`src/rtl/addr_trans_tlb_if.sv`:
```
// Request/response handshake bundle between the AGU, the address translator and dcache.
interface addr_trans_tlb_if;
   logic        req_valid;
   logic        req_ready;
   logic [31:0] req_vaddr;
   logic        req_store;
   logic        resp_valid;
   logic        resp_ready;
   logic [31:0] resp_paddr;
   logic        resp_uncache;
   logic [2:0]  resp_exc;

   modport master (
      output req_valid, req_vaddr, req_store, resp_ready,
      input  req_ready, resp_valid, resp_paddr, resp_uncache, resp_exc
   );

   modport slave (
      input  req_valid, req_vaddr, req_store, resp_ready,
      output req_ready, resp_valid, resp_paddr, resp_uncache, resp_exc
   );
endinterface

```
`src/rtl/addr_trans_tlb.sv`:
```
// Data-side LA32 address translation: DMW0/DMW1 windows in front of a fully-associative
// TLB, one registered stage behind a valid/ready handshake, and a saturating miss counter.
module addr_trans_tlb #(
   parameter int unsigned TLB_ENTRIES = 8,
   parameter logic [15:0] UNCACHE_HI  = 16'hbfaf,
   parameter int unsigned CNT_W       = 16
) (
   input  logic                           clk,
   input  logic                           rst,
   addr_trans_tlb_if.slave                bus,
   input  logic                           csr_da,
   input  logic                           csr_pg,
   input  logic [1:0]                     csr_plv,
   input  logic [9:0]                     csr_asid,
   input  logic [31:0]                    csr_dmw0,
   input  logic [31:0]                    csr_dmw1,
   input  logic                           tlb_we,
   input  logic [$clog2(TLB_ENTRIES)-1:0] tlb_widx,
   input  logic [19:0]                    tlb_wvppn,
   input  logic [19:0]                    tlb_wppn,
   input  logic [9:0]                     tlb_wasid,
   input  logic                           tlb_wg,
   input  logic                           tlb_wv,
   input  logic                           tlb_wd,
   input  logic [1:0]                     tlb_wmat,
   input  logic [1:0]                     tlb_wplv,
   input  logic                           tlb_inv_all,
   output logic [CNT_W-1:0]               perf_miss_cnt
);
   localparam int unsigned IDX_W = $clog2(TLB_ENTRIES);

   typedef enum logic [2:0] {
      EXC_NONE = 3'd0,
      EXC_TLBR = 3'd1,
      EXC_INV  = 3'd2,
      EXC_PPI  = 3'd3,
      EXC_PME  = 3'd4
   } exc_e;

   typedef struct packed {
      logic [19:0] vppn;
      logic [19:0] ppn;
      logic [9:0]  asid;
      logic        g;
      logic        d;
      logic [1:0]  mat;
      logic [1:0]  plv;
   } tlb_entry_t;

   tlb_entry_t             tlb_q [TLB_ENTRIES];
   logic [TLB_ENTRIES-1:0] tlb_v_q, tlb_v_d;

   logic             resp_valid_q, resp_valid_d;
   logic [31:0]      resp_paddr_q, resp_paddr_d;
   logic             resp_uncache_q, resp_uncache_d;
   exc_e             resp_exc_q, resp_exc_d;
   logic [CNT_W-1:0] miss_cnt_q, miss_cnt_d;

   logic             pg_mode, req_fire;
   logic             hit;
   logic [IDX_W-1:0] hit_idx;
   tlb_entry_t       hit_entry;
   logic             hit_v;
   logic [31:0]      xl_paddr;
   logic             xl_uncache;
   exc_e             xl_exc;

   logic unused_dmw;
   assign unused_dmw = ^{csr_dmw0[28], csr_dmw0[24:6], csr_dmw0[2:1],
                         csr_dmw1[28], csr_dmw1[24:6], csr_dmw1[2:1]};

   function automatic logic dmw_hit(input logic [31:0] dmw, input logic [1:0] plv,
                                    input logic [2:0] vseg);
      return ((dmw[0] && plv == 2'd0) || (dmw[3] && plv == 2'd3)) && (vseg == dmw[31:29]);
   endfunction

   assign pg_mode       = !csr_da && csr_pg;
   assign bus.req_ready = !resp_valid_q || bus.resp_ready;
   assign req_fire      = bus.req_valid && bus.req_ready;

   // Descending scan so the lowest matching index is the one left standing.
   always_comb begin
      // NOTE: every always_comb output gets a default first so no path can infer a latch.
      hit     = 1'b0;
      hit_idx = '0;
      for (int i = TLB_ENTRIES - 1; i >= 0; i--) begin
         if (tlb_q[i].vppn == bus.req_vaddr[31:12] &&
             (tlb_q[i].g || tlb_q[i].asid == csr_asid)) begin
            hit     = 1'b1;
            hit_idx = IDX_W'(i);
         end
      end
   end

   assign hit_entry = tlb_q[hit_idx];
   assign hit_v     = tlb_v_q[hit_idx];

   always_comb begin
      xl_paddr   = bus.req_vaddr;
      xl_uncache = 1'b0;
      xl_exc     = EXC_NONE;
      if (pg_mode) begin
         if (dmw_hit(csr_dmw0, csr_plv, bus.req_vaddr[31:29])) begin
            xl_paddr   = {csr_dmw0[27:25], bus.req_vaddr[28:0]};
            xl_uncache = (csr_dmw0[5:4] == 2'b00);
         end else if (dmw_hit(csr_dmw1, csr_plv, bus.req_vaddr[31:29])) begin
            xl_paddr   = {csr_dmw1[27:25], bus.req_vaddr[28:0]};
            xl_uncache = (csr_dmw1[5:4] == 2'b00);
         end else if (!hit) begin
            xl_exc = EXC_TLBR;
         end else if (!hit_v) begin
            xl_exc = EXC_INV;
         end else if (csr_plv > hit_entry.plv) begin
            xl_exc = EXC_PPI;
         end else if (bus.req_store && !hit_entry.d) begin
            xl_exc = EXC_PME;
         end else begin
            xl_paddr   = {hit_entry.ppn, bus.req_vaddr[11:0]};
            xl_uncache = (hit_entry.mat == 2'b00);
         end
      end
      if (xl_exc == EXC_NONE && bus.req_vaddr[31:16] == UNCACHE_HI) xl_uncache = 1'b1;
   end

   always_comb begin
      resp_valid_d   = resp_valid_q;
      resp_paddr_d   = resp_paddr_q;
      resp_uncache_d = resp_uncache_q;
      resp_exc_d     = resp_exc_q;
      miss_cnt_d     = miss_cnt_q;
      if (req_fire) begin
         resp_valid_d   = 1'b1;
         resp_paddr_d   = xl_paddr;
         resp_uncache_d = xl_uncache;
         resp_exc_d     = xl_exc;
         if (xl_exc == EXC_TLBR && miss_cnt_q != '1) miss_cnt_d = miss_cnt_q + CNT_W'(1);
      end else if (bus.resp_ready) begin
         resp_valid_d = 1'b0;
      end
   end

   // Invalidate-all first, then the single write, so the written index keeps its new V.
   always_comb begin
      tlb_v_d = tlb_v_q;
      if (tlb_inv_all) tlb_v_d = '0;
      if (tlb_we) tlb_v_d[tlb_widx] = tlb_wv;
   end

   always_ff @(posedge clk) begin
      // NOTE: state uses non-blocking assignment so every flop samples pre-edge values.
      if (rst) begin
         resp_valid_q   <= 1'b0;
         resp_paddr_q   <= '0;
         resp_uncache_q <= 1'b0;
         resp_exc_q     <= EXC_NONE;
         miss_cnt_q     <= '0;
         tlb_v_q        <= '0;
      end else begin
         resp_valid_q   <= resp_valid_d;
         resp_paddr_q   <= resp_paddr_d;
         resp_uncache_q <= resp_uncache_d;
         resp_exc_q     <= resp_exc_d;
         miss_cnt_q     <= miss_cnt_d;
         tlb_v_q        <= tlb_v_d;
      end
   end

   // NOTE: entry payload has no reset; clearing the V bits alone makes every entry unusable.
   always_ff @(posedge clk) begin
      if (tlb_we) begin
         tlb_q[tlb_widx] <= '{vppn: tlb_wvppn, ppn: tlb_wppn, asid: tlb_wasid, g: tlb_wg,
                              d: tlb_wd, mat: tlb_wmat, plv: tlb_wplv};
      end
   end

   assign bus.resp_valid   = resp_valid_q;
   assign bus.resp_paddr   = resp_paddr_q;
   assign bus.resp_uncache = resp_uncache_q;
   assign bus.resp_exc     = resp_exc_q;
   assign perf_miss_cnt    = miss_cnt_q;
endmodule

```
`src/flat_wrapper.sv`:
```
// flat-port wrapper written by rule: the top's interface ports become plain ports
module addr_trans_tlb_flat 
#(
   parameter int unsigned TLB_ENTRIES = 8,
   parameter logic [15:0] UNCACHE_HI  = 16'hbfaf,
   parameter int unsigned CNT_W       = 16
)
  (clk, rst, csr_da, csr_pg, csr_plv, csr_asid, csr_dmw0, csr_dmw1, tlb_we, tlb_widx, tlb_wvppn, tlb_wppn, tlb_wasid, tlb_wg, tlb_wv, tlb_wd, tlb_wmat, tlb_wplv, tlb_inv_all, perf_miss_cnt, bus_req_valid, bus_req_vaddr, bus_req_store, bus_resp_ready, bus_req_ready, bus_resp_valid, bus_resp_paddr, bus_resp_uncache, bus_resp_exc);
  addr_trans_tlb_if bus_i ();
  input  logic clk;
  input  logic rst;
  input  logic csr_da;
  input  logic csr_pg;
  input  logic [1:0] csr_plv;
  input  logic [9:0] csr_asid;
  input  logic [31:0] csr_dmw0;
  input  logic [31:0] csr_dmw1;
  input  logic tlb_we;
  input  logic [$clog2(TLB_ENTRIES)-1:0] tlb_widx;
  input  logic [19:0] tlb_wvppn;
  input  logic [19:0] tlb_wppn;
  input  logic [9:0] tlb_wasid;
  input  logic tlb_wg;
  input  logic tlb_wv;
  input  logic tlb_wd;
  input  logic [1:0] tlb_wmat;
  input  logic [1:0] tlb_wplv;
  input  logic tlb_inv_all;
  output logic [CNT_W-1:0] perf_miss_cnt;
  input wire logic [$bits(bus_i.req_valid)-1:0] bus_req_valid;
  input wire logic [$bits(bus_i.req_vaddr)-1:0] bus_req_vaddr;
  input wire logic [$bits(bus_i.req_store)-1:0] bus_req_store;
  input wire logic [$bits(bus_i.resp_ready)-1:0] bus_resp_ready;
  output wire logic [$bits(bus_i.req_ready)-1:0] bus_req_ready;
  output wire logic [$bits(bus_i.resp_valid)-1:0] bus_resp_valid;
  output wire logic [$bits(bus_i.resp_paddr)-1:0] bus_resp_paddr;
  output wire logic [$bits(bus_i.resp_uncache)-1:0] bus_resp_uncache;
  output wire logic [$bits(bus_i.resp_exc)-1:0] bus_resp_exc;
  assign bus_i.req_valid = bus_req_valid;
  assign bus_i.req_vaddr = bus_req_vaddr;
  assign bus_i.req_store = bus_req_store;
  assign bus_i.resp_ready = bus_resp_ready;
  assign bus_req_ready = bus_i.req_ready;
  assign bus_resp_valid = bus_i.resp_valid;
  assign bus_resp_paddr = bus_i.resp_paddr;
  assign bus_resp_uncache = bus_i.resp_uncache;
  assign bus_resp_exc = bus_i.resp_exc;
  addr_trans_tlb #(.TLB_ENTRIES(TLB_ENTRIES), .UNCACHE_HI(UNCACHE_HI), .CNT_W(CNT_W)) u_core (.clk(clk), .rst(rst), .bus(bus_i), .csr_da(csr_da), .csr_pg(csr_pg), .csr_plv(csr_plv), .csr_asid(csr_asid), .csr_dmw0(csr_dmw0), .csr_dmw1(csr_dmw1), .tlb_we(tlb_we), .tlb_widx(tlb_widx), .tlb_wvppn(tlb_wvppn), .tlb_wppn(tlb_wppn), .tlb_wasid(tlb_wasid), .tlb_wg(tlb_wg), .tlb_wv(tlb_wv), .tlb_wd(tlb_wd), .tlb_wmat(tlb_wmat), .tlb_wplv(tlb_wplv), .tlb_inv_all(tlb_inv_all), .perf_miss_cnt(perf_miss_cnt));
endmodule
```
`config.mk`:
```
export PLATFORM = sky130hd
export DESIGN_NAME = addr_trans_tlb_flat
export DESIGN_NICKNAME = d
export VERILOG_FILES = /design/src/rtl/addr_trans_tlb_if.sv /design/src/rtl/addr_trans_tlb.sv /design/src/flat_wrapper.sv
export SDC_FILE = /design/constraint.sdc
export NUM_CORES = 1
export LEC_CHECK = 0
export CAP_MARGIN = 20
export CORE_MARGIN = 1
export CORE_UTILIZATION = 60
export CTS_CLUSTER_SIZE = 20
export DETAILED_ROUTE_END_ITERATION = 6
export GPL_TIMING_DRIVEN = 0
export PLACE_DENSITY = 0.84
export SYNTH_ARGS = -nofsm -noshare
export SYNTH_HDL_FRONTEND = slang
export SYNTH_SLANG_ARGS = --single-unit
```
`constraint.sdc`:
```
create_clock -name clk -period 20.5 [get_ports clk]
set_input_delay 6.15 -clock clk [delete_from_list [all_inputs] [get_ports clk]]
set_output_delay 6.15 -clock clk [all_outputs]
set_load 0.02 [all_outputs]
```
==> metrics.md, run 1 <==
| Metric | Value |
|---|---|
| Cts hold-fix bufs | `0` |
| Core Area | `0.03471 mm2` |
| Post-CTS Setup Repair Bufs | `0` |
| Unrepaired setup endpoints after global routing | `no` |
| Hold Vio Cnt, Final | `0` |
| Clock Sinks | `509` |
| Reg power frac | `0.516` |
| Clock network power share | `0.417` |
| Final setup viols | `0` |
| Final min period | `13.54 ns` |
| Die area | `0.03616 mm2` |
| Nets@finish | `1957` |
| Mapped Avg Cell Area | `13.77 um2` |
| Die X | `190.2 um` |
| All-Layer GR Usage | `0.3078` |
| # fillers | `2116` |
| CTS tree | `yes` |
| CTS Buf Count | `49` |
| Vias | `14.13k` |
| DRC Markers | `0` |
| Post-route cell area | `0.02559 mm2` |
| Routed wire length | `55550 um` |
| Maximum vdd drop | `0.08022 mV` |
| First-pass GRT wire length | `82080 um` |
| #FFs+latches synth | `509` |
| Crit Path Category | `input port to primary output` |
| Sw frac | `0.2111` |
| Final Util | `0.7371` |
| Root Driver | `clkbuf_16` |
| Reg clk slew, reported paths | `0.06 ns` |
| Placed Area | `0.02384 mm2` |
| Area Overhead vs Synth | `20.43%` |
| Post-synth EDFFs | `448` |
| Synthesis warning total | `0` |
| Gpl congestion | `0.8822` |
| P_leak | `8.514 nW` |
| Distinct cells, synth | `78` |
| DR WL/cell | `24.42 um` |
| DRT met1 WL | `20870 um` |
| Switching power | `0.4813 mW` |
| Post-route ant nets | `0` |
| CP startpoint kind | `input port` |
| Share of synthesized registers carrying an async set or reset | `0` |
| Gate Count Post-Synth | `1543` |
| Hold slack final | `0.4590 ns` |
| Number of DRC markers in iteration 0 | `1883` |
| Port Buffers | `157` |
| Largest net degree at the start of global routing | `32` |
| Syn Std Cell Area | `0.02125 mm2` |
| Longest Clk Path Bufs | `3` |
| Worst reg-to-reg path cell count | `21` |
| Internal | `1.799 mW` |
| Outcome | `finished clean` |
| Starting density of the core | `0.6120` |
| GRT Residual Overflow | `0` |
| Slew Limit Fails | `0` |
| Initial antenna violation count | `3` |
| DR WL met2 | `26420 um` |
| Critical Path AT | `7.39 ns` |
| Power density cells | `89.13 mW/mm2` |
| Slew @ Worst Pin | `1.056 ns` |
| Max-Cap Viols | `0` |
| Ys flop type | `edfxtp_1` |
| H-Tree Depth | `2` |
| PnR Total Power | `2.280 mW` |
| Resized Gates After CTS | `0` |
| Fmax | `73.87 MHz` |
| WP data required | `14.35 ns` |
| Routed wl met3 | `5998 um` |
| Die height | `190.2 um` |
| Fin crit share | `0.6604` |
| Skew-Pair Late Insertion Delay | `0.56 ns` |
| Vias/cell | `6.212` |
| Vias in the first global route | `13.90k` |
| # rows | `68` |
| CP max FO | `4` |
| Num ports | `231` |
| Worst-case clock skew | `0.01253 ns` |
| Crit. End Element | `primary output` |
| Post-Syn Nets | `1723` |
| Comb power frac | `0.068` |
| DP HPWL | `36650 um` |
| Max-slew headroom | `0.2892` |
| Sequential element share of the synthesized area | `0.6907` |
| Highest metal used | `met5` |
| Layout cells sized above 1 | `0.09851` |
| Hold Crit Depth | `2` |
| First-pass iteration count of the detailed router | `5` |
| Setup tns final | `0 ns` |
| Worst min path class | `flip-flop to flip-flop` |
## power groups by stage
| stage | combinational [mW] | sequential (mW) | clock, mW |
|---|---|---|---|
| after global placement | 0.140 | 1.20 | 0 |
| after floorplan | 0.0702 | 1.20 | 0 |
| after CTS | 0.152 | 1.18 | 0.950 |
| final | 0.154 | 1.18 | 0.950 |
| after detailed placement | 0.151 | 1.20 | 0 |
| after global routing | 0.163 | 1.18 | 0.991 |
## final cells by class
cell class / count / area, um2 / area share
multi-input combinational: 945 / 6161 / 0.2408
timing repair buffer: 183 / 1978 / 0.07731
inverter: 11 / 41.29 / 0.001614
clock buffer: 72 / 1509 / 0.05898
sequential: 509 / 14670 / 0.5735
antenna: 3 / 7.507 / 0.0002934
buffer: 78 / 424.2 / 0.01658
clock inverter: 19 / 221.5 / 0.008656
tap: 455 / 569.3 / 0.02225
## flip-flops by register name, summed over array words and instances (netlist names)
register and flops:
u_core.perf_miss_cnt 16, u_core.bus.resp_valid 1, u_core.bus.resp_exc 3, u_core.tlb_v_q 8, u_core.bus.resp_uncache 1, u_core.bus.resp_paddr 32
u_core.tlb_q 448
## layout by cell type, fill, tap and decap left out, drive strengths merged, types with 41 or more instances in the layout
cell and instances:
clkdlybuf4s50 157, edfxtp 448, nand3 67, nor4 41
nand4 52, nor2 49, xor2 128, buf 71
clkbuf 105, nand2 246, xnor2 131, dfxtp 61
## worst paths after layout
kind / from / end / slack [ns]
worst max-delay path: bus_resp_ready / bus_req_ready / 6.96
worst min-delay path: u_core.bus.resp_paddr[9]$_SDFFE_PP0P_ / u_core.bus.resp_paddr[9]$_SDFFE_PP0P_ / 0.46
worst max register to register: u_core.tlb_q[2][39]$_DFFE_PP_ / u_core.bus.resp_paddr[21]$_SDFFE_PP0P_ / 14.12
worst min register to register: u_core.bus.resp_paddr[9]$_SDFFE_PP0P_ / u_core.bus.resp_paddr[9]$_SDFFE_PP0P_ / 0.46
## Yosys cell counts (all sizes together), types with 4 or more instances
cell     number  share of area
o211ai        4         0.0014
a21o         18         0.0064
clkbuf       33         0.0058
a21oi        31         0.0073
a31oi        19         0.0056
nand4        52          0.015
nor2         49         0.0088
nor4         41          0.015
mux2i        27          0.013
edfxtp      448           0.63
nand2b        9         0.0026
or3b          4         0.0016
nor3         14         0.0038
a41oi         4         0.0016
a211oi        4         0.0014
inv          11         0.0019
nor3b         5         0.0020
o2111ai       4         0.0016
mux2          4         0.0021
xor2        128          0.053
buf          45          0.014
nand2       246          0.043
nand3        67          0.016
o2111a        4         0.0021
xnor2       131          0.054
o21ai        13         0.0031
or3          10         0.0032
dfxtp        61          0.057
## cells by family after synthesis
logic type,after synthesis,share of synthesized area
DFF,509,0.6907
AOI/OAI and AO/OA,135,0.04505
muxes,31,0.01484
adders and majority gates,3,0.001767
xor gates and xnor gates,259,0.1071
buffers and inverters,89,0.02191
and+or+nand+nor,517,0.1186
## worst max-delay path, cell delays in order
cell and delay [ns]:
clkdlybuf4s50_1 0.45, nand2b_1 0.17, clkdlybuf4s50_1 0.62
## per-layer routing
| layer | vias up | GRT usage |
|---|---|---|
| met5 | - | 0 |
| met4 | 2 | 0.1292 |
| met3 | 164 | 0.06087 |
| met2 | 978 | 0.5007 |
| met1 | 6879 | 0.4065 |
| li1 | 6109 | - |
## stage by stage
step,instances,setup slack (ns)
6_report,2275,6.962
5_1_grt,2274,6.937
4_1_cts,2271,6.965
3_5_place_dp,2180,6.972
3_3_place_gp,2155,6.243
2_1_floorplan,1543,7.958
No activity file was read; power rests on OpenSTA's default activity.
==> run 2, diff against run 1 <==
CORE_UTILIZATION = 51   (was 60)
PLACE_DENSITY = 0.76   (was 0.84)
clock period = 11.6 ns   (was 20.5 ns; I/O delays follow)
==> run 2 against run 1 <==
- via count shrank 3.8%
- clock skew increased by 0.0038 ns
- wire length barely moved
- setup slack got worse by 4.6 ns
- global-route usage is 4.3 points lower
- die area rose by 17%
- flip-flop and latch count did not move
- combinational power increased by 75%
- count of clock-buffer cells in the layout is 6 higher
- design area down 0.22%
- register-to-register slack lost 8.8 ns
- first-iteration DRC count shrank 23%
- critical path type is now input port to flip-flop
- largest power group unchanged
==> metrics.md, run 2 (same netlist as run 1, synthesis figures left out) <==
| Metric | Value |
|---|---|
| Die area | `0.04248 mm2` |
| Die X | `206.1 um` |
| Nets@finish | `1957` |
| Port Buffers | `157` |
| Fin crit share | `0.7935` |
| Vias in the first global route | `13.42k` |
| Clock Sinks | `509` |
| Post-CTS Setup Repair Bufs | `0` |
| Crit. path cell count | `22` |
| GRT Residual Overflow | `0` |
| Vias | `13.59k` |
| First-pass iteration count of the detailed router | `5` |
| CP max FO | `10` |
| Power density cells | `153.6 mW/mm2` |
| Initial antenna violation count | `5` |
| Num ports | `231` |
| Crit path largest cell delay | `0.64 ns` |
| Cts hold-fix bufs | `0` |
| Area Overhead vs Synth | `20.16%` |
| Resized Gates After CTS | `0` |
| DRC Markers | `0` |
| Reg2reg end | `u_core.bus.resp_paddr[25]$_SDFFE_PP0P_` |
| Max-Cap Viols | `0` |
| # rows | `74` |
| Non-filler cells in the finished layout | `2351` |
| Hold Crit Depth | `2` |
| P_leak | `8.418 nW` |
| Core Area | `0.04092 mm2` |
| First-pass GRT wire length | `81960 um` |
| Routed wire length | `55560 um` |
| Worst Setup SP | `bus_req_vaddr[29]` |
| Worst-case clock skew | `0.01629 ns` |
| Slew Limit Fails | `0` |
| Number of DRC markers in iteration 0 | `1453` |
| CP startpoint kind | `input port` |
| WP data required | `12.10 ns` |
| Largest net degree at the start of global routing | `33` |
| Gpl congestion | `0.8561` |
| Hold Vio Cnt, Final | `0` |
| Most flop-heavy register | `u_core.tlb_q` |
| Crit. End Element | `flip-flop` |
| Commonest non-fill, non-tap cell in the layout | `edfxtp_1` |
| Final Util | `0.6238` |
| Post-route ant nets | `0` |
| Unrepaired setup endpoints after global routing | `no` |
| CTS Buf Count | `50` |
| Worst reg2reg setup slack | `5.33 ns` |
| Cells after DPL | `2257` |
| Hold path endpoint | `u_core.bus.resp_paddr[1]$_SDFFE_PP0P_` |
| Slew @ Worst Pin | `1.108 ns` |
| Crit-path leading delay family | `simple AND/OR/NAND/NOR gates` |
| Critical Path AT | `9.70 ns` |
| CTS tree | `yes` |
| Maximum vdd drop | `0.1301 mV` |
| Skew-Pair Late Insertion Delay | `0.58 ns` |
| Layout cells sized above 1 | `0.09026` |
| Most frequent cells in the layout | `448 x edfxtp_1, 246 x nand2_1, 157 x clkdlybuf4s50_1, 131 x xnor2_1, 127 x xor2_1` |
| Critical-path cell list | `clkdlybuf4s50_1 > xor2_1 > nor4_1 > nand3_1 > nor4_2 > a21oi_1 > a21oi_1 > or2_2 > buf_2 > buf_2 > buf_1 > nand2_1 > a311oi_1 > a31oi_1 > ha_1 > nor2b_1 > o21ai_0 > a21boi_2 > nor3b_2 > buf_6 > buf_12 > mux2i_1` |
| Longest Clk Path Bufs | `3` |
| Worst hold start | `u_core.bus.resp_paddr[1]$_SDFFE_PP0P_` |
| Outcome | `finished clean` |
| Vias/cell | `5.782` |
| DP HPWL | `38020 um` |
| DR WL/cell | `23.63 um` |
| Final setup viols | `0` |
| # fillers | `3004` |
| Crit Path Category | `input port to flip-flop` |
| Worst reg-to-reg path cell count | `21` |
| Die height | `206.1 um` |
| All-Layer GR Usage | `0.2649` |
| Reg clk slew, reported paths | `0.06 ns` |
| Buf/Inv on CP | `6` |
| Max reg flops | `448` |
| Fmax | `108.6 MHz` |
| Root Driver | `clkbuf_16` |
| Max-slew headroom | `0.2547` |
| H-Tree Depth | `2` |
| Slowest CP cell | `nor4_2` |
| Starting density of the core | `0.5191` |
| R2r startpoint | `u_core.tlb_q[4][10]$_DFFE_PP_` |
| Final min period | `9.204 ns` |
| Worst min path class | `flip-flop to flip-flop` |
[run 2: cell count changes in the layout (fill, tap and decap cells not counted), moves of 2 or more]
| cell | previous run | this run |
|---|---|---|
| clkbuf_1 | 42 | 55 |
| clkbuf_8 | 9 | 1 |
| bufinv_16 | 5 | 2 |
| buf_6 | 19 | 21 |
| clkinv_1 | 4 | 6 |
| clkinv_2 | 7 | 5 |
| inv_4 | 2 | 0 |
[run 2: area by class of cell]
type                    instances  area (um2)  share of cell area
flip-flops and latches        509       14670              0.5748
multi-input cells             945        6161              0.2413
repair buffers                182        1973             0.07729
clock buffers                  78        1473             0.05768
well taps                     532       665.6             0.02607
plain buffers                  78       424.2             0.01661
clock inverters                14       112.6            0.004411
inverters                      11       41.29            0.001617
diodes                          2       5.005           0.0001960
[run 2: per-layer routing]
metal / routed length (um) / up-vias / track usage
met1: 22170 / 6646 / 0.3565
met5: 40 / - / 0
met4: 1506 / 6 / 0.09217
li1: - / 6108 / -
met3: 5537 / 102 / 0.05266
met2: 26310 / 732 / 0.4293
[run 2: stage by stage]
step	hold WS, ns	setup slack, ns	setup TNS, ns	area (um2)	power (mW)
global route	0.4812	2.173	0	25530	4.025
floorplan	0.5302	3.486	0	21250	2.246
detailed placement	0.4535	1.898	0	23940	2.384
finish	0.4569	2.396	0	25530	3.921
CTS	0.4613	2.513	0	25520	3.932
global placement	0.4401	-0.1614	-6.887	23480	2.370
[run 2: report_power, final]
group	internal (mW)	switching [mW]
sequential	2.05	0.0227
clock	0.914	0.659
combinational	0.112	0.158
[run 2: worst reg2reg max path, stage by stage, from the launching register on]
cell and delay (ns):
edfxtp_1 0.38, xor2_1 0.15, nor4_1 0.65, a41oi_1 0.34
nor4_4 0.64, a21oi_1 0.20, a21oi_1 0.24, or2_2 0.14
buf_2 0.20, buf_2 0.28, buf_1 0.57, nand2_1 0.12
a311oi_1 0.27, a31oi_1 0.07, ha_1 0.30, nor2b_1 0.13
o21ai_0 0.34, a21boi_2 0.27, nor3b_2 0.31, buf_6 0.23
buf_12 0.17, mux2i_1 0.20
[run 2: how the worst max path moves through the flow]
| stage | slack [ns] | to |
|---|---|---|
| floorplan | 3.49 | u_core.tlb_q[0][0]$_DFFE_PP_ |
| finish | 2.40 | u_core.bus.resp_paddr[25]$_SDFFE_PP0P_ |
| detailed placement | 1.90 | u_core.bus.resp_paddr[21]$_SDFFE_PP0P_ |
| global placement | -0.16 | u_core.tlb_v_q[1]$_SDFF_PP0_ |
| CTS | 2.51 | u_core.bus.resp_paddr[21]$_SDFFE_PP0P_ |
| global route | 2.17 | u_core.bus.resp_paddr[24]$_SDFFE_PP0P_ |
==> RTL edit 1: new RTL, config.mk and constraints of run 2 <==
Register the output `perf_miss_cnt` once more, cleared by the reset; this adds one clock of latency there. The other outputs are not delayed to match.
--- a/src/rtl/addr_trans_tlb.sv
+++ b/src/rtl/addr_trans_tlb.sv
@@ -177,6 +177,12 @@
    assign bus.resp_paddr   = resp_paddr_q;
    assign bus.resp_uncache = resp_uncache_q;
    assign bus.resp_exc     = resp_exc_q;
-   assign perf_miss_cnt    = miss_cnt_q;
+   always_ff @(posedge clk) begin
+      if (rst) begin
+         perf_miss_cnt <= '0;
+      end else begin
+         perf_miss_cnt <= miss_cnt_q;
+      end
+   end
 endmodule
 
Formal check against the unedited RTL: not equivalent (Yosys sat finds a counterexample within 4 cycles, from zero or initial values and one cycle with rst high).
==> RTL edit 1 against run 2 <==
  * Clock skew about the same
  * Total power is 4.1% higher
  * Sequential cell count increased by 16
  * Wire length up 1.4%
  * Cell area is 4.2% higher
  * Critical path type unchanged
  * Area after synthesis up 4.3%
  * Setup slack improved by 0.48 ns
  * Combinational power up 4%
  * Critical endpoint is now u_core.bus.resp_paddr[30]
==> RTL edit 1: results (changes against run 2) <==
Worst skew pair latency: 0.60 ns (was 0.58 ns)
Peak supply drop: 0.1214 mV (was 0.1301 mV)
Async S/R FF share, synth: 0% (unchanged)
Post-route cell area: 26590 um^2 (was 25530 um^2)
Initial antenna violation count: 11 (was 5)
GR Util met2: 42.19% (was 42.93%)
Met3 wire length: 4670 um (was 5537 um)
Layout cell share with drive strength beyond 1: 12.21% (was 9.026%)
CP Launch Point: bus_req_vaddr[30] (was bus_req_vaddr[29])
Seq/Total Area, Yosys: 67.68% (was 69.07%)
Clock-pin slew on the worst setup and hold paths: 0.06 ns (about the same)
Total GRT Usage: 25.39% (was 26.49%)
Clk_skew: 0.01648 ns (was 0.01629 ns)
Met1 Use GR: 32.53% (was 35.65%)
Unique cell type count in the Yosys netlist: 80 (was 78)
CTS buffer count: 53 (was 50)
# placed instances: 2279 (was 2257)
RR Startpoint: u_core.tlb_q[3][55] (was u_core.tlb_q[4][10])
Met3 Use GR: 5.498% (was 5.266%)
Iteration-0 DRC Markers: 1244 (was 1453)
Met2 routed WL: 27170 um (was 26310 um)
Via density: 5.758 (was 5.782)
DRT Wirelength: 56330 um (was 55560 um)
Final cell count without fillers: 2387 (was 2351)
Top post-synthesis cells by count: 448 x edfxtp_1, 132 x xor2_1, 122 x xnor2_1 (was 448 x edfxtp_1, 246 x nand2_1, 131 x xnor2_1)
Hold path startpoint: u_core.bus.resp_paddr[6] (was u_core.bus.resp_paddr[1])
Final net count: 1938 (was 1957)
Syn nets: 1702 (was 1723)
M1 WL: 22690 um (was 22170 um)
Largest cells by area after synthesis: edfxtp_1 61%, dfxtp_1 7.0%, xor2_1 5.2% (was edfxtp_1 63%, dfxtp_1 5.7%, xnor2_1 5.4%)
Sw frac: 21.89% (was 21.43%)
Buffers on Ports: 155 (was 157)
Vias in the first global route: 13640 (was 13420)
RD Place Congestion: 0.8726 (was 0.8561)
Place WS: 2.346 ns (was 1.898 ns)
Syn avg cell area: 14.56 um^2 (was 13.77 um^2)
Status: completed (unchanged)
First-pass GRT wire length: 82350 um (was 81960 um)
Hpwl dp: 38660 um (was 38020 um)
Leakage power: 0.008945 uW (was 0.008418 uW)
[RTL edit 1: cells by family after synthesis]
kind of cell / Yosys count / share of synthesized area (%)
AOI/OAI and AO/OA: 194 / 5.890
and+or+nand+nor: 366 / 9.674
DFF: 525 / 67.68
buffers and inverters: 100 / 2.812
muxes: 79 / 3.665
xor gates and xnor gates: 255 / 10.11
adders and majority gates: 3 / 0.1694
[RTL edit 1: cell type report]
type	count	area (um^2)
sequential	525	14990
fill	3167	15820
clock buffer	75	1450
tap	577	721.9
timing repair buffer	181	1954
inverter	13	48.80
antenna	8	20.02
buffer	87	574.3
clock inverter	24	227.7
multi-input combinational	897	6600
[RTL edit 1: power groups by stage]
stage	sequential, uW	clock (uW)	combinational, uW
6_report	2130	1670	280
2_1_floorplan	2180	0	133
5_1_grt	2140	1750	298
4_1_cts	2130	1680	279
3_5_place_dp	2170	0	277
3_3_place_gp	2180	0	260
[RTL edit 1: worst paths after layout]
check,end,slack [ns],depth (start not counted)
max,u_core.bus.resp_paddr[30],2.88,21
min,u_core.bus.resp_paddr[6],0.46,2
max reg2reg,u_core.bus.resp_paddr[30],5.86,20
min reg2reg,u_core.bus.resp_paddr[6],0.46,2
[RTL edit 1: worst max-delay path, cell delays in order]
cell and delay, ns:
clkdlybuf4s50_1 0.51, xor2_1 0.21, nor4_1 0.44, nand3_1 0.24, nor4_2 0.58, or2_2 0.28, nor2_1 0.10, nor2_1 0.37
buf_2 0.33, buf_2 0.28, a211oi_1 0.11, a211oi_1 0.22, a21oi_1 0.09, ha_1 0.32, nor2b_1 0.13, o21ai_0 0.52
o211ai_4 0.21, nand2b_4 0.22, buf_6 0.14, a31o_1 0.24, o21a_1 0.19
==> RTL edit 2: new RTL, config.mk and constraints of run 2 <==
Made on the original files. `CNT_W` is set to 16 in 2 places; all go to 24.
--- a/src/rtl/addr_trans_tlb.sv
+++ b/src/rtl/addr_trans_tlb.sv
@@ -3,7 +3,7 @@
 module addr_trans_tlb #(
    parameter int unsigned TLB_ENTRIES = 8,
    parameter logic [15:0] UNCACHE_HI  = 16'hbfaf,
-   parameter int unsigned CNT_W       = 16
+   parameter int unsigned CNT_W       = 24
 ) (
    input  logic                           clk,
    input  logic                           rst,
--- a/src/flat_wrapper.sv
+++ b/src/flat_wrapper.sv
@@ -3,7 +3,7 @@
 #(
    parameter int unsigned TLB_ENTRIES = 8,
    parameter logic [15:0] UNCACHE_HI  = 16'hbfaf,
-   parameter int unsigned CNT_W       = 16
+   parameter int unsigned CNT_W       = 24
 )
   (clk, rst, csr_da, csr_pg, csr_plv, csr_asid, csr_dmw0, csr_dmw1, tlb_we, tlb_widx, tlb_wvppn, tlb_wppn, tlb_wasid, tlb_wg, tlb_wv, tlb_wd, tlb_wmat, tlb_wplv, tlb_inv_all, perf_miss_cnt, bus_req_valid, bus_req_vaddr, bus_req_store, bus_resp_ready, bus_req_ready, bus_resp_valid, bus_resp_paddr, bus_resp_uncache, bus_resp_exc);
   addr_trans_tlb_if bus_i ();
Ports: changed (resized perf_miss_cnt); port bits go from 231 to 239. The function was not compared with the original's and may differ.
==> RTL edit 2 against run 2 <==
  * Setup slack worse by 0.096 ns
  * Via count is 0.86% higher
  * Wire length fell by 0.12%
  * Sequential cell count rose by 8
  * Cell area is 2.4% higher
  * Largest cell class unchanged
  * Total power up 6.5%
  * Utilization increased by 1.0 points
  * Area after synthesis increased by 1.3%
  * Synthesized cell count fell by 2.8%
  * Global-route usage down 0.92 points
  * Critical endpoint is now u_core.bus.resp_paddr[17]
==> RTL edit 2: results (changes against run 2) <==
Status: completed (unchanged)
Synth Area in Adders: 0.1744% (was 0.1767%)
Via density: 5.907 (was 5.782)
RR Startpoint: u_core.tlb_q[4][6] (was u_core.tlb_q[4][10])
Largest cells by area after synthesis: edfxtp_1 63%, dfxtp_1 6.4%, xnor2_1 5.6% (was edfxtp_1 63%, dfxtp_1 5.7%, xnor2_1 5.4%)
Vias in the first global route: 13540 (was 13420)
Bufs on Longest Clock Path: 3 (unchanged)
Clock-pin slew on the worst setup and hold paths: 0.07 ns
Post-Synth XOR/XNOR Area: 10.79% (was 10.71%)
Largest net degree at the start of global routing: 29 (was 33)
Area post-placement: 24290 um^2 (was 23940 um^2)
Initial antenna violation count: 3 (was 5)
Leakage power: 0.008802 uW (was 0.008418 uW)
Iteration-0 DRC Markers: 1324 (was 1453)
Synth Area in Compound Gates: 6.262% (was 4.505%)
Top post-synthesis cells by count: 448 x edfxtp_1, 150 x nand2_1, 137 x xnor2_1 (was 448 x edfxtp_1, 246 x nand2_1, 131 x xnor2_1)
Met3 wire length: 5162 um (was 5537 um)
Setup Fix Bufs, Post-CTS: 0 (unchanged)
DRT Wirelength: 55490 um (was 55560 um)
Worst Tran Pin Value: 1.080 ns (was 1.108 ns)
Syn nets: 1680 (was 1723)
R2r setup slk: 5.29 ns (was 5.33 ns)
Met1 Use GR: 33.21% (was 35.65%)
Hold path startpoint: u_core.bus.resp_paddr[4] (was u_core.bus.resp_paddr[1])
CTS buffer count: 52 (was 50)
CP max FO: 10 (unchanged)
GR Util met2: 41.95% (was 42.93%)
Seq/Total Area, Yosys: 68.94% (was 69.07%)
Reg with most FFs: u_core.tlb_q (unchanged)
# hold bufs at CTS: 0 (unchanged)
Multiplexer area fraction after synthesis: 2.413% (was 1.484%)
M1 WL: 22040 um (was 22170 um)
Clk_skew: 0.01798 ns (was 0.01629 ns)
Worst Hold End: u_core.bus.resp_paddr[4] (was u_core.bus.resp_paddr[1])
Layout cell share with drive strength beyond 1: 10.97% (was 9.026%)
Async S/R FF share, synth: 0% (unchanged)
Buffers on Ports: 165 (was 157)
R2r endpoint: u_core.bus.resp_paddr[17] (was u_core.bus.resp_paddr[25])
Worst R2R Path Depth: 20 (was 21)
Total GRT Usage: 25.57% (was 26.49%)
Hpwl dp: 37700 um (was 38020 um)
Slowest-stage cell, CP: clkdlybuf4s50_1 (was nor4_2)
Peak supply drop: 0.1191 mV (was 0.1301 mV)
Drt pass-1 iters: 6 (was 5)
WHS Path Cells: 2 (unchanged)
Worst skew pair latency: 0.59 ns
Worst EP arrival: 9.81 ns (was 9.70 ns)
Max reg flops: 448 (unchanged)
Final net count: 1924 (was 1957)
Met2 routed WL: 26130 um (was 26310 um)
RD Place Congestion: 0.8525 (was 0.8561)
Unique cell type count in the Yosys netlist: 72 (was 78)
Chip Width: 207.4 um (was 206.1 um)
Most used flip-flop cell after synthesis: edfxtp_1 (unchanged)
Met3 Use GR: 5.023% (was 5.266%)
First-pass GRT wire length: 81850 um (was 81960 um)
Crit path max-delay family: buffers and inverters (was simple AND/OR/NAND/NOR gates)
==> RTL edit 2: cell types whose count changed in the layout (fill, tap and decap cells not counted), moves of 16 or more <==
cell      before  now
a32oi_1        2   32
nand2_1      246  150
mux2i_1       27   47
clkbuf_1      55   33
a21oi_1       31   66
buf_2         23   41
nand3_1       67   27
nand4_1       52   36
==> RTL edit 2: worst reg2reg max path, stage by stage (launching register included) <==
cell,delay (ns)
edfxtp_1,0.37
xnor2_1,0.27
nand4_1,0.16
nor4_1,0.84
o2111a_1,0.41
a21o_1,0.22
o21ai_4,0.13
nand2b_1,0.17
buf_6,0.16
buf_2,0.34
clkbuf_1,0.50
and3_1,0.25
a31oi_1,0.04
mux2i_1,0.21
ha_1,0.28
nor2b_1,0.13
o21ai_0,0.52
nand4b_2,0.43
buf_2,0.34
nand3b_1,0.27
a21oi_1,0.21
==> RTL edit 2: stage by stage <==
stage	hold slack [ns]	utilization, %	power (uW)	cells	setup WS, ns
3_5_place_dp	0.4478	58.95	2413	2221	1.723
6_report	0.4562	63.43	4175	2321	2.299
2_1_floorplan	0.5302	-	2275	1500	3.485
5_1_grt	0.4724	63.41	4281	2319	1.905
3_3_place_gp	0.4443	57.85	2401	2197	0.02808
4_1_cts	0.4562	63.40	4186	2318	2.338
==> RTL edit 2: area by class of cell <==
cell class / count / area [um^2]
antenna: 2 / 5.005
buffer: 74 / 377.9
clock buffer: 65 / 1391
clock inverter: 32 / 442.9
fill: 2898 / 15070
inverter: 8 / 30.03
multi-input combinational: 901 / 6331
sequential: 517 / 14830
tap: 532 / 665.6
timing repair buffer: 190 / 2054
==> RTL edit 2: power breakdown <==
group / internal, uW / leakage, uW / switching [uW]
registers: 2080 / 0.00463 / 24.4
logic: 112 / 0.00327 / 157
clock network: 1100 / 0.000895 / 704
